`src/rtl/keypad_pkg.sv`:
```
// Shared types, key map and small helpers for the 4x4 keypad scanner.
package keypad_pkg;

    // Scanner FSM states
    typedef enum logic [1:0] {
        StScan    = 2'd0,
        StPressDb = 2'd1,
        StHeld    = 2'd2,
        StRelDb   = 2'd3
    } state_t;

    // Key map indexed [row][col]
    localparam logic [3:0] KEYMAP [4][4] = '{
        '{4'h1, 4'h2, 4'h3, 4'hA},
        '{4'h4, 4'h5, 4'h6, 4'hB},
        '{4'h7, 4'h8, 4'h9, 4'hC},
        '{4'hE, 4'h0, 4'hF, 4'hD}
    };

    // Column drive pattern: only the selected column is pulled low
    function automatic logic [3:0] col_onehot_low(input logic [1:0] idx);
        return ~(4'b0001 << idx);
    endfunction

    // Index of the lowest row reading low; lowest row wins on ties
    function automatic logic [1:0] lowest_low(input logic [3:0] rs);
        if (!rs[0]) begin
            return 2'd0;
        end else if (!rs[1]) begin
            return 2'd1;
        end else if (!rs[2]) begin
            return 2'd2;
        end
        return 2'd3;
    endfunction

endpackage

```
`src/rtl/keypad_sync.sv`:
```
// Two-flop synchronizer for the asynchronous keypad row inputs.
// Resets to all-ones so no key appears pressed coming out of reset.
module keypad_sync (
    input  logic       clk,
    input  logic       reset,
    input  logic [3:0] i_async,
    output logic [3:0] o_sync
);

    logic [3:0] r_meta;
    logic [3:0] r_sync;

    // Two-stage capture of the row levels
    always_ff @(posedge clk or negedge reset) begin
        if (!reset) begin
            r_meta <= 4'b1111;
            r_sync <= 4'b1111;
        end else begin
            r_meta <= i_async;
            r_sync <= r_meta;
        end
    end

    assign o_sync = r_sync;

endmodule

```
`src/rtl/keypad_scanner.sv`:
```
// 4x4 matrix keypad scanner with press/release debounce and a one-cycle
// key_valid strobe per accepted key.
// Optional build macro KEYPAD_REPEAT_EN: while a key stays held, key_valid
// pulses again every REPEAT_CYCLES with the same key_code.
module keypad_scanner
    import keypad_pkg::*;
#(
    parameter int unsigned SCAN_CYCLES     = 2400,
    parameter int unsigned DEBOUNCE_CYCLES = 48000,
    parameter int unsigned REPEAT_CYCLES   = 1200000
) (
    input  logic       clk,
    input  logic       reset,
    input  logic [3:0] rows,
    output logic [3:0] cols,
    output logic [3:0] key_code,
    output logic       key_valid
);

    localparam int unsigned MaxScanDeb =
        (SCAN_CYCLES > DEBOUNCE_CYCLES) ? SCAN_CYCLES : DEBOUNCE_CYCLES;
    localparam int unsigned MaxCycles  =
        (MaxScanDeb > REPEAT_CYCLES) ? MaxScanDeb : REPEAT_CYCLES;
    localparam int unsigned CntW       = $clog2(MaxCycles);

    localparam logic [CntW-1:0] ScanLast = CntW'(SCAN_CYCLES - 1);
    localparam logic [CntW-1:0] DebLast  = CntW'(DEBOUNCE_CYCLES - 1);

    logic [3:0]      w_rs;
    state_t          r_state;
    state_t          w_state_next;
    logic [1:0]      r_col;
    logic [1:0]      w_col_next;
    logic [1:0]      r_row;
    logic [1:0]      w_row_next;
    logic [CntW-1:0] r_cnt;
    logic [CntW-1:0] w_cnt_next;
    logic [3:0]      r_key_code;
    logic [3:0]      w_key_code_next;
    logic            r_key_valid;
    logic            w_strobe;

`ifdef KEYPAD_REPEAT_EN
    localparam logic [CntW-1:0] RepLast = CntW'(REPEAT_CYCLES - 1);
    logic [CntW-1:0] r_rep;
    logic [CntW-1:0] w_rep_next;
`endif

    keypad_sync u_sync (
        .clk     (clk),
        .reset   (reset),
        .i_async (rows),
        .o_sync  (w_rs)
    );

    // Next-state, counter and strobe decode
    always_comb begin
        w_state_next    = r_state;
        w_col_next      = r_col;
        w_row_next      = r_row;
        w_cnt_next      = r_cnt + 1'b1;
        w_key_code_next = r_key_code;
        w_strobe        = 1'b0;
`ifdef KEYPAD_REPEAT_EN
        w_rep_next      = r_rep;
`endif
        unique case (r_state)
            StScan: begin
                if (r_cnt == ScanLast) begin
                    w_cnt_next = '0;
                    if (w_rs != 4'b1111) begin
                        w_row_next   = lowest_low(w_rs);
                        w_state_next = StPressDb;
                    end else begin
                        w_col_next = r_col + 2'd1;
                    end
                end
            end
            StPressDb: begin
                if (w_rs[r_row]) begin
                    // Bounce or glitch: give up and move on
                    w_state_next = StScan;
                    w_col_next   = r_col + 2'd1;
                    w_cnt_next   = '0;
                end else if (r_cnt == DebLast) begin
                    w_state_next    = StHeld;
                    w_cnt_next      = '0;
                    w_key_code_next = KEYMAP[r_row][r_col];
                    w_strobe        = 1'b1;
`ifdef KEYPAD_REPEAT_EN
                    w_rep_next      = '0;
`endif
                end
            end
            StHeld: begin
                w_cnt_next = '0;
                if (w_rs[r_row]) begin
                    w_state_next = StRelDb;
                end else begin
`ifdef KEYPAD_REPEAT_EN
                    if (r_rep == RepLast) begin
                        w_rep_next = '0;
                        w_strobe   = 1'b1;
                    end else begin
                        w_rep_next = r_rep + 1'b1;
                    end
`endif
                end
            end
            StRelDb: begin
                if (!w_rs[r_row]) begin
                    // Release bounce: key is still down, no new strobe
                    w_state_next = StHeld;
                    w_cnt_next   = '0;
`ifdef KEYPAD_REPEAT_EN
                    w_rep_next   = '0;
`endif
                end else if (r_cnt == DebLast) begin
                    w_state_next = StScan;
                    w_col_next   = r_col + 2'd1;
                    w_cnt_next   = '0;
                end
            end
            default: begin
                w_state_next = StScan;
                w_cnt_next   = '0;
            end
        endcase
    end

    // FSM, counter and output registers
    always_ff @(posedge clk or negedge reset) begin
        if (!reset) begin
            r_state     <= StScan;
            r_col       <= 2'd0;
            r_row       <= 2'd0;
            r_cnt       <= '0;
            r_key_code  <= 4'h0;
            r_key_valid <= 1'b0;
        end else begin
            r_state     <= w_state_next;
            r_col       <= w_col_next;
            r_row       <= w_row_next;
            r_cnt       <= w_cnt_next;
            r_key_code  <= w_key_code_next;
            r_key_valid <= w_strobe;
        end
    end

`ifdef KEYPAD_REPEAT_EN
    // Auto-repeat period counter, only meaningful in StHeld
    always_ff @(posedge clk or negedge reset) begin
        if (!reset) begin
            r_rep <= '0;
        end else begin
            r_rep <= w_rep_next;
        end
    end
`endif

    assign cols      = col_onehot_low(r_col);
    assign key_code  = r_key_code;
    assign key_valid = r_key_valid;

endmodule

```
`config.mk`:
```
export PLATFORM = sky130hd
export DESIGN_NAME = keypad_scanner
export DESIGN_NICKNAME = d
export VERILOG_FILES = /design/src/rtl/keypad_pkg.sv /design/src/rtl/keypad_sync.sv /design/src/rtl/keypad_scanner.sv
export SDC_FILE = /design/constraint.sdc
export NUM_CORES = 1
export LEC_CHECK = 0
export ABC_AREA = 1
export ABC_CLOCK_PERIOD_IN_PS = 1550
export BUFFER_PORTS_ARGS = -buffer_cell sky130_fd_sc_hd__buf_2
export CAP_MARGIN = 20
export CORE_MARGIN = 2
export CORE_UTILIZATION = 54
export DETAILED_ROUTE_END_ITERATION = 16
export GPL_TIMING_DRIVEN = 0
export HOLD_SLACK_MARGIN = 0.12
export PLACE_DENSITY = 0.86
export REMOVE_ABC_BUFFERS = 1
export SYNTH_ARGS = -nofsm -noshare
export SYNTH_HDL_FRONTEND = slang
export SYNTH_SLANG_ARGS = --single-unit
```
`constraint.sdc`:
```
create_clock -name clk -period 1.55 [get_ports clk]
set_input_delay 0.0775 -clock clk [delete_from_list [all_inputs] [get_ports clk]]
set_output_delay 0.0775 -clock clk [all_outputs]
set_load 0.005 [all_outputs]
```
=== Word-level counts from Yosys, hierarchy flattened ===
Cells that the tools add are included.

* Flip-flop bits (word level): 40
* Bits in latches: 0
* Bits in writable memories: 0
* Bits in read-only memories: 0
* Input port bits: 6
* Output and inout port bits: 9
* Logic and storage cells: 79
* Memories: 0

* Add/sub/neg operators: 2
* Multiply operators: 0
* Div/mod/pow operators: 0
* $lt $le $gt $ge: 3
* Eq/ne operators: 15
* Shift operators: 1
* Multiplexer cells: 40
* Bitwise logic cells: 4
* Reductions and logical operators: 6

{| class="wikitable"
|+ Operator list
! operator !! count
|-
| $mux W21 || 4
|-
| $pmux W21 S4 || 1
|-
| $bmux W16 S2 || 1
|-
| $mux W16 || 2
|-
| $mux W2 || 16
|-
| $add A21 B1 Y21 const B || 1
|-
| $eq A21 B12 Y1 const B || 1
|-
| $eq A21 B16 Y1 const B || 1
|-
| $ne A2 B2 Y1 const B || 7
|-
| $mux W1 || 10
|-
| $bmux W4 S2 || 1
|-
| $mux W4 || 2
|-
| $pmux W2 S4 || 1
|-
| $ge A3 B3 Y1 const B || 2
|-
| $ne A3 B3 Y1 const B || 2
|-
| $not A2 Y3 || 2
|-
| $pmux W2 S3 || 1
|-
| $reduce_and A3 Y1 || 2
|-
| $reduce_and A6 Y1 || 1
|-
| $reduce_and A5 Y1 || 1
|-
| $eq A2 B2 Y1 const B || 2
|-
| $ne A4 B4 Y1 const B || 1
|-
| $not A4 Y4 || 1
|-
| $shl A1 B2 Y4 const A || 1
|-
| other kinds (7) || 7
|}

=== Depth between registers and ports, before layout ===
Gate-level depths: netlist of run 1.

* Depth in word-level cells: 7
* Depth in mapped cells: 11
* Mapped depth without buffers: 10

=== By module ===
Synthesis of run 1 repeated with hierarchy kept, for this count alone.

* Cells, all modules: 279
* Area, all modules: 2,278.4 µm²

{| class="wikitable"
|+ By module, submodules not included
! module !! instances !! cells each !! area each (µm²) !! seq. area each (µm²)
|-
| keypad_scanner || 1 || 271 || 2,068.2 || 800.8
|-
| keypad_sync || 1 || 8 || 210.2 || 210.2
|}

=== Worst setup path after synthesis of run 1 ===
Ideal clock, no wire load.

* Path kind: reg-to-reg
* Start: register r_cnt[0]
* End: register r_cnt[19]
* Setup time: 0.122 ns
* Data arrival time: 1.448 ns
* Required time: 1.428 ns
* Path slack: -0.020 ns
* Stages on the path, launching flop included: 10
* Path buffers: 1
* Period minus slack after synthesis: 1.570 ns
* Cell sequence: dfrtp_1 ha_1 nand3_2 nor2_4 nand3_2 nand2_2 nand2_4 inv_4 buf_8 nor2_4

* Cells in the longest elaborated chain, start to end: 4
* Elaborated cells between the ends (all ways): 8
* Those cells by class: 1 x add/sub; 2 x eq/ne; 5 x mux

{| class="wikitable"
|+ RTL lines
! item !! RTL line !! source
|-
| from (decl) || keypad_scanner.sv:36 || <nowiki>logic [CntW-1:0] r_cnt;</nowiki>
|-
| from (signal assigned) || keypad_scanner.sv:144 || <nowiki>r_cnt <= w_cnt_next;</nowiki>
|-
| $add A21 B1 Y21 or $eq A21 B16 Y1 (tied branches) || keypad_scanner.sv:61, keypad_scanner.sv:85, keypad_scanner.sv:118 ||
|-
| $mux W21 || keypad_scanner.sv:85, keypad_scanner.sv:118 ||
|-
| $mux W21 (on tied branches) || keypad_scanner.sv:111, keypad_scanner.sv:80 ||
|-
| $pmux W21 S4 (*) || keypad_scanner.sv:67 || <nowiki>unique case (r_state)</nowiki>
|-
| net w_cnt_next[19] || keypad_scanner.sv:37 || <nowiki>logic [CntW-1:0] w_cnt_next;</nowiki>
|}

Mark *: on every way through the listed nets, which the timed path passes. The rest lies on a longest branch.
A chain may end at the register's enable or synchronous reset.

=== Worst setup path in the final report of run 1 ===
* Start: register r_cnt[1]
* End: register r_row[0]

* Cells in the longest elaborated chain, start to end: 2

{| class="wikitable"
|+ RTL lines
! item !! RTL line !! source
|-
| $eq A21 B12 Y1 || keypad_scanner.sv:69 || <nowiki>if (r_cnt == ScanLast) begin</nowiki>
|-
| $reduce_and A3 Y1 (no line) || -- ||
|-
| to (signal assigned) || keypad_scanner.sv:143 || <nowiki>r_row <= w_row_next;</nowiki>
|-
| to (decl) || keypad_scanner.sv:34 || <nowiki>logic [1:0] r_row;</nowiki>
|}

No other way between the ends.

==> flow_summary_export.csv, run 1 <==
group,metric,value,unit
run_status,run_status,"finished clean",
timing,max-slew-margin-rel,0.4223,
finish,final_cells,350,
placed_design,dp_worst_setup_slack,-0.2359,ns
min_path,timing.hold.worst.start,"u_sync.r_meta[0]$_DFF_PN1_",
power_and_ir_drop,internal-power,1.566,mW
timing,fmax,655.8,MHz
power_and_ir_drop,power.share.combinational,0.025,
placed_design,placed_wire_length_estimate,2851,um
global_routing,via_count_of_the_first_global_routing_pass,1655,
global_routing,initial_antenna_violation_count,0,
global_routing,grt_first_pass_wirelength,7265,um
min_path,holdCritPathClass,"flip-flop to flip-flop",
synthesis,synth_most_common_cell,"nand2_1",
floorplan,top_level_ports,15,
clock_tree,cts_sinks,40,
setup_path,crit_buf_inv,0,
finish,register_area,1017,um^2
setup_path,startpoint_type,"flip-flop",
detailed_routing,post_detailed_route_wirelength_per_cell,13.51,um
timing,grt_setup_unrepaired,"true",
clock_tree,path_clk_slew,0.08,ns
clock_tree,cts_inserted_buffers,5,
timing,final-hold-violation-count,0,
global_routing,gr_util_met1,0.2865,
detailed_routing,postRouteWirelength,4728,um
detailed_routing,routed-via-count,1870,
floorplan,die_area,4580,um^2
setup_path,setup.worst_path.end_class,"flip-flop",
timing,maximum_clock_skew_at_final_layout,0.005557,ns
finish,layout_cell_share_with_drive_strength_beyond_1,0.3033,
synthesis,post_synth_most_frequent_cells,"nand2_1 (51), nor2_1 (36), inv_1 (33)",
setup_path,cp_common_cell,"o21ai_1",
synthesis,yosys.area.top_type,"dfrtp_1",
timing,tightest_pin_transition,0.8665,ns
global_routing,grt_most_used_layer,"met2",
setup_path,cp_data_arrival_time,1.71,ns
global_routing,grt_util_all_layers,0.2167,
setup_path,timing.critical_path.fanout_max,4,
setup_path,critical_path.startpoint,"r_cnt[1]$_DFF_PN0_",
clock_tree,h-tree-depth,2,
floorplan,chipHeight,67.68,um
finish,n_antenna_cell,0,
power_and_ir_drop,power.switching_fraction,0.2210,
floorplan,core_area,3943,um^2
power_and_ir_drop,design_power_total,2.010,mW
synthesis,ys.flop_type,"dfrtp_1",
placed_design,final_replace_weighted_congestion,0.8816,
clock_tree,clkLatencyLatePin,0.30,ns
setup_path,cp_slowest_stage_delay,0.41,ns
detailed_routing,detail_route.vias_per_cell,5.343,
detailed_routing,post-route-drc-count,0,
setup_path,critical_path_cell_by_cell,"ha_4 -> nand3_4 -> nor2_4 -> nand3_2 -> nor2_1 -> o21ai_1 -> nand2_1 -> o21ai_1",
finish,multi_input_area,1082,um^2
timing,timing.final.setup_violations,0,
global_routing,grt_max_degree,41,
synthesis,yosys.area.top_type_share,0.3657,
detailed_routing,route.antenna.remaining_nets,0,
global_routing,use_met2,0.3125,
setup_path,worst_path_max_delay_cell,"dfrtp_1",
synthesis,synthesis.instances,263,
placed_design,placedInstanceArea,2302,um^2
setup_path,critical_path_class,"flip-flop to flip-flop",
synthesis,yosysSeqAreaShare,0.4617,
power_and_ir_drop,power_per_cell_area,761.6,nW/um^2
power_and_ir_drop,max-vdd-ir-drop,641.6,uV
synthesis,synth_cell_type_count,29,
clock_tree,cts_tree,"done",
synthesis,netlist_area,2190,um^2
synthesis,ys_top_cells_by_area,"dfrtp_1 (37%), dfstp_2 (9.6%), nand2_1 (8.7%)",
placed_design,portBuffers,14,
synthesis,async_flop_share,1.000,
timing,setup_tns,0,ns
synthesis,count_of_synthesis_stage_warnings_from_yosys,0,
global_routing,grt_use_met3,0.06333,
detailed_routing,firstDrtPassIters,4,
power_and_ir_drop,p_seq_frac,0.531,
power_and_ir_drop,p_leak,1.248,nW
timing,period_needed,1.525,ns
timing,max_slew_vio_count,0,
synthesis,synth-seq-cells,40,
synthesis,synth_area_per_cell,8.325,um^2
setup_path,worst_r2r_startpoint,"r_cnt[1]$_DFF_PN0_",
finish,final_nets,310,
setup_path,critical_path_required,1.74,ns
flow_run,drv_cap,0,
floorplan,fp.dieW,67.68,um
power_and_ir_drop,clockPowerShare,0.443,
floorplan,floorplan.initialDensity,0.5554,
clock_tree,cts_root_buf,"clkbuf_8",
placed_design,dp.cells,325,
power_and_ir_drop,power.switching,0.4442,mW
timing,final.period_utilization,0.9838,
setup_path,critical_path.top_delay_family,"simple AND/OR/NAND/NOR gates",
floorplan,std_cell_rows,23,
synthesis,synth-edff-count,0,
finish,final_design_area_no_fill,2639,um^2
timing,fin_ws,0.02512,ns
setup_path,r2r_slack,0.03,ns
clock_tree,cts_max_path_buffers,2,
global_routing,grt_overflow_total,0,
detailed_routing,drtIter0Drc,125,
finish,area_growth,20.51,%
finish,fill_cells,276,
through the flow:
stage | hold slack [ns] | util
detailed placement | 0.1837 | 0.5839
finish | 0.3603 | 0.6693
global placement | 0.1826 | 0.5839
CTS | 0.3613 | 0.6414
global route | 0.3691 | 0.6693
floorplan | -0.2181 | -
kinds of logic after synthesis:
logic type / Yosys count / synth area share
simple gates: 139 / 0.3120
flops: 40 / 0.4617
xor+xnor: 16 / 0.06400
fa+ha+maj: 5 / 0.02857
buf+inv: 39 / 0.07371
compound gates: 24 / 0.06000
cell usage in the layout, fill, tap and decap left out, types with 2 or more instances in the layout:
cell type and count:
dfrtp_1 27, dfstp_2 8, inv_2 5, o21ai_1 5, xnor2_1 4, nor2_1 34
nor2_2 13, xor2_1 12, nand2_2 5, dlygate4sd3_1 5, a21oi_1 4, inv_1 31
dfrtp_2 5, a21boi_0 2, nand2_4 4, nand2_1 49, nor3_1 4, nor2_4 4
nand4_1 9, o21ai_0 10, buf_4 12, ha_1 4, nand3_2 7, nor3_2 2
nand3_1 5, clkbuf_8 5, buf_2 14
area by class of cell:
| class | count | share of cell area |
|---|---|---|
| multi-input combinational | 184 | 0.4101 |
| sequential | 40 | 0.3855 |
| inverter | 37 | 0.05737 |
| clock buffer | 5 | 0.02608 |
| clock inverter | 3 | 0.01754 |
| timing repair buffer | 31 | 0.07966 |
| tap | 50 | 0.02371 |
state kept, by name (all words and copies together) (netlist names), named ones only:
name / count
r_row: 2
r_col: 2
r_cnt: 21
u_sync.o_sync: 4
r_state: 1
key_code: 4
key_valid: 1
u_sync.r_meta: 4
per-layer routing:
| metal | up-vias | share of wire |
|---|---|---|
| li1 | 894 | - |
| met1 | 881 | 0.43 |
| met2 | 78 | 0.49 |
| met3 | 17 | 0.052 |
| met4 | 0 | 0.032 |
| met5 | - | 0 |
power groups by stage:
stage | Combinational, mW | Clock, mW | Sequential, mW
floorplan | 0.00948 | 0 | 1.09
finish | 0.0512 | 0.891 | 1.07
global route | 0.0567 | 0.955 | 1.07
detailed placement | 0.0374 | 0 | 1.09
global placement | 0.0362 | 0 | 1.09
CTS | 0.0472 | 0.887 | 1.07
path summary, 6_finish.rpt:
kind                                               to  depth (start not counted)
max                              r_row[0]$_DFFE_PN0P_                          8
min                        u_sync.o_sync[0]$_DFF_PN1_                          0
max reg2reg                      r_row[0]$_DFFE_PN0P_                          8
min reg2reg                u_sync.o_sync[0]$_DFF_PN1_                          0
max in group asynchronous        r_row[0]$_DFFE_PN0P_                          2
min in group asynchronous          r_cnt[1]$_DFF_PN0_                          2
timing repair:
item | 4_1_cts | 5_1_grt
hold buffers | 5 | 0
pin swaps | 2 | 4
setup buffers | 3 | 9
gates resized for setup | 10 | 15
hold endpoints to repair | 36 | 0
setup endpoints to repair | 31 | 30
(Power assumes the default switching activity.)
==> run 2: changes to the inputs <==
--- a/config.mk
+++ b/config.mk
@@ -16,3 +16,3 @@
 export HOLD_SLACK_MARGIN = 0.12
-export PLACE_DENSITY = 0.86
+export PLACE_DENSITY = 0.73
 export REMOVE_ABC_BUFFERS = 1
==> constraint.sdc (replaced) <==
create_clock -name clk -period 1.55 [get_ports clk]
set_input_delay 0.2325 -clock clk [delete_from_list [all_inputs] [get_ports clk]]
set_output_delay 0.2325 -clock clk [all_outputs]
set_load 0.005 [all_outputs]
==> run 2 against run 1 <==
Against the previous run:
- sequential share of layout area is essentially flat
- final cell count decreased by 2.0%
- sequential power hardly changed
- setup slack improved by 0.030 ns
- via count down 8.1%
- combinational power shrank 12%
- cell area rose by 0.14%
- first-iteration DRC count fell by 25%
- global-route usage is 2.3 points lower
- utilization grew 0.095 points
- critical path type unchanged
- largest cell class unchanged
==> flow_summary_export.csv, run 2 (same netlist as run 1, synthesis figures left out) <==
group,metric,value,unit
timing,tightest_pin_transition,0.8386,ns
global_routing,grt_util_all_layers,0.1935,
placed_design,dp.cells,325,
placed_design,placed_wire_length_estimate,2738,um
global_routing,initial_antenna_violation_count,0,
detailed_routing,postRouteWirelength,4141,um
finish,layout_cell_share_with_drive_strength_beyond_1,0.3038,
global_routing,grt_overflow_total,0,
clock_tree,clkLatencyLatePin,0.29,ns
timing,max-slew-margin-rel,0.4409,
power_and_ir_drop,power_per_cell_area,757.8,nW/um^2
finish,final_cells,343,
setup_path,critical_path_required,1.73,ns
detailed_routing,detail_route.vias_per_cell,5.012,
floorplan,chipHeight,67.68,um
floorplan,die_area,4580,um^2
finish,biggest_register,"r_cnt",
clock_tree,cts_sinks,40,
clock_tree,cts_inserted_buffers,5,
clock_tree,cts_tree,"done",
power_and_ir_drop,power.share.combinational,0.023,
placed_design,final_replace_weighted_congestion,0.8411,
floorplan,floorplan.initialDensity,0.5554,
power_and_ir_drop,p_leak,1.213,nW
setup_path,critical_path_class,"flip-flop to flip-flop",
finish,largest_reg_flops,21,
finish,final_design_area_no_fill,2643,um^2
clock_tree,cts_root_buf,"clkbuf_8",
detailed_routing,route.antenna.remaining_nets,0,
timing,max_slew_vio_count,0,
detailed_routing,post-route-drc-count,0,
global_routing,via_count_of_the_first_global_routing_pass,1514,
floorplan,std_cell_rows,23,
clock_tree,h-tree-depth,2,
placed_design,portBuffers,14,
power_and_ir_drop,power.switching,0.3980,mW
finish,final_nets,303,
timing,period_needed,1.495,ns
timing,final-hold-violation-count,0,
power_and_ir_drop,internal-power,1.605,mW
flow_run,drv_cap,0,
detailed_routing,post_detailed_route_wirelength_per_cell,12.07,um
timing,timing.final.setup_violations,0,
floorplan,fp.dieW,67.68,um
setup_path,timing.critical_path.fanout_max,4,
power_and_ir_drop,max-vdd-ir-drop,588.7,uV
clock_tree,path_clk_slew,0.08,ns
clock_tree,cts_max_path_buffers,2,
detailed_routing,routed-via-count,1719,
global_routing,grt_first_pass_wirelength,6568,um
finish,mostFrequentLayoutCell,"nand2_1",
setup_path,startpoint_type,"flip-flop",
timing,fmax,668.9,MHz
setup_path,cp_data_arrival_time,1.68,ns
setup_path,setup.worst_path.end_class,"flip-flop",
global_routing,grt_max_degree,41,
finish,mostFrequentLayoutCells,"nand2_1 (51), nor2_1 (34), inv_1 (29), dfrtp_1 (26), buf_2 (14)",
floorplan,top_level_ports,15,
finish,n_antenna_cell,0,
timing,maximum_clock_skew_at_final_layout,0.008144,ns
timing,final.period_utilization,0.9645,
finish,area_growth,20.69,%
power_and_ir_drop,p_seq_frac,0.533,
run_status,run_status,"finished clean",
detailed_routing,firstDrtPassIters,5,
power_and_ir_drop,power.switching_fraction,0.1987,
detailed_routing,drtIter0Drc,94,
floorplan,core_area,3943,um^2
min_path,holdCritPathClass,"flip-flop to flip-flop",
power_and_ir_drop,clockPowerShare,0.444,
placed_design,placedInstanceArea,2302,um^2
## run 2: power by group through the flow
stage | logic (mW) | clock network (mW) | registers, mW
after detailed placement | 0.0376 | 0 | 1.09
final | 0.0452 | 0.890 | 1.07
after CTS | 0.0472 | 0.910 | 1.07
after global routing | 0.0528 | 0.957 | 1.07
after floorplan | 0.00948 | 0 | 1.09
after global placement | 0.0365 | 0 | 1.09
## run 2: layout make-up
type,instances,area (um^2)
clock buffers,6,82.58
clock inverters,2,38.79
flip-flops and latches,40,1018
fillers,310,1300
repair buffers,23,150.1
multi-input cells,184,1122
inverters,37,156.4
repair inverters,1,11.26
well taps,50,62.56
## run 2: final timing paths
| check | start | endpoint | slack [ns] | cells after the start |
|---|---|---|---|---|
| max in group asynchronous | reset | r_row[0]$_DFFE_PN0P_ | 0.40 | 2 |
| max | r_cnt[1]$_DFF_PN0_ | r_cnt[20]$_DFF_PN0_ | 0.05 | 8 |
| min reg2reg | u_sync.r_meta[2]$_DFF_PN1_ | u_sync.o_sync[2]$_DFF_PN1_ | 0.36 | 0 |
| max reg2reg | r_cnt[1]$_DFF_PN0_ | r_cnt[20]$_DFF_PN0_ | 0.05 | 8 |
| min | u_sync.r_meta[2]$_DFF_PN1_ | u_sync.o_sync[2]$_DFF_PN1_ | 0.36 | 0 |
| min in group asynchronous | reset | r_cnt[10]$_DFF_PN0_ | 0.58 | 2 |
## run 2: timing repair
item	4_1_cts	5_1_grt
endpoints found under the hold margin	36	0
cloned	0	1
pin swaps	0	6
gates resized for setup	8	28
buffers inserted	1	3
endpoints found under the setup margin	31	31
hold buffers	5	0
## run 2: per-stage QoR
step	setup WS (ns)	total power, mW	TNS, ns	hold slack (ns)	utilization
6_report	0.05500	2.002	0	0.3578	0.6703
5_1_grt	-0.02039	2.078	-0.1839	0.3616	0.6703
3_5_place_dp	-0.2589	1.125	-5.844	0.3387	0.5839
4_1_cts	0.008683	2.024	0	0.3589	0.6385
3_3_place_gp	-0.2456	1.123	-5.735	0.3372	0.5839
2_1_floorplan	0.01690	1.095	0	-0.06309	-
## run 2: critical path, stage by stage, from the launching register on
cell	delay, ns
dfrtp_1	0.39
ha_4	0.18
nand3_4	0.11
inv_4	0.08
nand3_2	0.09
nor2_4	0.16
nand4_1	0.13
o21ai_0	0.18
nor2_1	0.06
## run 2: routing by layer
metal  global-route usage  up-vias  wire length, um
met3              0.05000        6              107
met1               0.2712      808             1975
met4              0.06122        0               50
met2               0.2917       20             2008
met5                    0        -                0
li1                     -      885                -
==> run 3: changes to the inputs <==
Settings changed: GPL_TIMING_DRIVEN 0 to default.
==> run 3 against run 2 <==
Against the previous run:
- final cell count is 3.8% higher
- via count rose by 2.7%
- sequential power barely moved
- cell area grew 0.99%
- routed wire length is 1.4% higher
- setup slack got worse by 0.0056 ns
- critical path depth rose by 1
==> flow_summary_export.csv, run 3 (same netlist as run 1, synthesis figures left out) <==
group,metric,value,unit
setup_path,r2r_slack,0.05,ns
clock_tree,cts_sinks,40,
detailed_routing,route.antenna.remaining_nets,0,
clock_tree,clkLatencyLatePin,0.30,ns
timing,final-hold-violation-count,0,
placed_design,placed_wire_length_estimate,3058,um
floorplan,fp.dieW,67.68,um
setup_path,rr_endpoint,"r_cnt[20]$_DFF_PN0_",
clock_tree,path_clk_slew,0.08,ns
min_path,hold_depth,0,
clock_tree,h-tree-depth,2,
detailed_routing,routed-via-count,1766,
finish,area_growth,21.89,%
setup_path,worst_r2r_startpoint,"r_cnt[1]$_DFF_PN0_",
global_routing,grt_max_degree,21,
setup_path,startpoint_type,"flip-flop",
clock_tree,cts_root_buf,"clkbuf_8",
timing,period_needed,1.501,ns
finish,final_nets,316,
finish,mostFrequentLayoutCells,"nand2_1 (51), nor2_1 (32), inv_1 (31), dfrtp_1 (27), buf_4 (18)",
power_and_ir_drop,internal-power,1.399,mW
global_routing,via_count_of_the_first_global_routing_pass,1527,
min_path,holdCritPathClass,"flip-flop to flip-flop",
timing,final.period_utilization,0.9681,
power_and_ir_drop,power.switching,0.4156,mW
timing,holdWs,0.3578,ns
timing,grt_setup_unrepaired,"true",
setup_path,critical_path_required,1.75,ns
timing,maximum_clock_skew_at_final_layout,0.005760,ns
setup_path,critical_path_class,"flip-flop to flip-flop",
setup_path,worst-r2r-cell-count,9,
finish,mostFrequentLayoutCell,"nand2_1",
finish,layout_cell_share_with_drive_strength_beyond_1,0.3170,
floorplan,top_level_ports,15,
timing,fmax,666.4,MHz
detailed_routing,post-route-drc-count,0,
detailed_routing,post_detailed_route_wirelength_per_cell,11.80,um
min_path,timing.hold.worst_endpoint,"u_sync.o_sync[1]$_DFF_PN1_",
power_and_ir_drop,design_power_total,1.815,mW
global_routing,grt_first_pass_wirelength,6817,um
finish,biggest_register,"r_cnt",
detailed_routing,detail_route.vias_per_cell,4.961,
power_and_ir_drop,clockPowerShare,0.385,
min_path,timing.hold.worst.start,"u_sync.r_meta[1]$_DFF_PN1_",
global_routing,initial_antenna_violation_count,0,
finish,n_antenna_cell,0,
setup_path,cp_data_arrival_time,1.70,ns
clock_tree,cts_tree,"done",
global_routing,grt_util_all_layers,0.2011,
clock_tree,cts_inserted_buffers,5,
detailed_routing,drtIter0Drc,126,
floorplan,core_area,3943,um^2
clock_tree,cts_max_path_buffers,2,
setup_path,setup.worst_path.end_class,"flip-flop",
flow_run,drv_cap,0,
timing,max_slew_vio_count,0,
power_and_ir_drop,p_seq_frac,0.588,
timing,max-slew-margin-rel,0.7073,
placed_design,dp.cells,340,
floorplan,chipHeight,67.68,um
timing,timing.final.setup_violations,0,
finish,largest_reg_flops,21,
power_and_ir_drop,power_per_cell_area,680.1,nW/um^2
detailed_routing,postRouteWirelength,4201,um
finish,final_cells,356,
floorplan,floorplan.initialDensity,0.5554,
floorplan,std_cell_rows,23,
setup_path,timing.critical_path.fanout_max,4,
power_and_ir_drop,max-vdd-ir-drop,630.1,uV
detailed_routing,firstDrtPassIters,5,
power_and_ir_drop,power.share.combinational,0.027,
placed_design,portBuffers,14,
run_status,run_status,"finished clean",
power_and_ir_drop,power.switching_fraction,0.2290,
floorplan,die_area,4580,um^2
global_routing,grt_overflow_total,0,
placed_design,final_replace_weighted_congestion,0.8461,
power_and_ir_drop,p_leak,1.251,nW
timing,tightest_pin_transition,0.4391,ns
## run 3: changes by cell type in the layout (fill, tap and decap cells not counted), moves of 2 or more
cell	change
nor2_1	-2
buf_4	+14
nor2_2	+3
clkinvlp_4	+2
nand3_1	+2
inv_1	+2
## run 3: how the worst max path moves through the flow
| stage | depth (start not counted) | endpoint | start |
|---|---|---|---|
| after CTS | 8 | r_cnt[16]$_DFF_PN0_ | r_cnt[1]$_DFF_PN0_ |
| after global placement | 8 | r_cnt[13]$_DFF_PN0_ | r_cnt[1]$_DFF_PN0_ |
| after global routing | 9 | r_cnt[20]$_DFF_PN0_ | r_cnt[1]$_DFF_PN0_ |
| final | 9 | r_cnt[20]$_DFF_PN0_ | r_cnt[1]$_DFF_PN0_ |
| after detailed placement | 8 | r_cnt[17]$_DFF_PN0_ | r_cnt[1]$_DFF_PN0_ |
| after floorplan | 8 | r_cnt[11]$_DFF_PN0_ | r_cnt[0]$_DFF_PN0_ |
## run 3: layout make-up
| class | count | area, um^2 |
|---|---|---|
| well taps | 50 | 62.56 |
| clock buffers | 5 | 68.82 |
| flip-flops and latches | 40 | 1017 |
| multi-input cells | 184 | 1087 |
| fillers | 322 | 1274 |
| repair buffers | 37 | 255.2 |
| clock inverters | 3 | 23.77 |
| inverters | 37 | 153.9 |
## run 3: critical path, cell delays in order (launching register included)
cell and delay, ns:
dfrtp_1 0.41, ha_4 0.17, nand3_4 0.09, nor2_4 0.18, nand3_4 0.11, nand2_4 0.09, nand2_4 0.08, buf_4 0.14
o21ai_1 0.07, nor2_1 0.05
## run 3: routing by layer
layer	vias to the layer above	routed length (um)	GRT usage
met5	-	0	0
met4	0	72	0.06888
met3	6	175	0.05500
met2	38	1863	0.2990
met1	811	2089	0.2821
li1	911	-	-
## run 3: per-stage QoR
| stage | TNS (ns) | instance area [um^2] | setup WS (ns) | util |
|---|---|---|---|---|
| after floorplan | 0 | 2170 | 0.01690 | - |
| after global placement | 0 | 2415 | 0.03463 | 0.6125 |
| after detailed placement | -0.3027 | 2415 | -0.04600 | 0.6125 |
| after CTS | 0 | 2567 | 0.009485 | 0.6512 |
| after global routing | -0.1299 | 2669 | -0.04172 | 0.6769 |
| final | 0 | 2669 | 0.04939 | 0.6769 |
## run 3: power groups by stage
stage / Sequential (mW) / Clock (mW) / Combinational [mW]
2_1_floorplan: 1.09 / 0 / 0.00948
3_3_place_gp: 1.09 / 0 / 0.0411
3_5_place_dp: 1.09 / 0 / 0.0418
4_1_cts: 1.07 / 0.724 / 0.0515
5_1_grt: 1.07 / 0.765 / 0.0565
6_report: 1.07 / 0.699 / 0.0495
## run 3: timing repair
action                                  4_1_cts  5_1_grt
endpoints found under the setup margin       22       33
endpoints found under the hold margin        14        0
gates resized for setup                       2       25
pin swaps                                     2        3
setup buffers                                 1        2
hold buffers                                  5        0
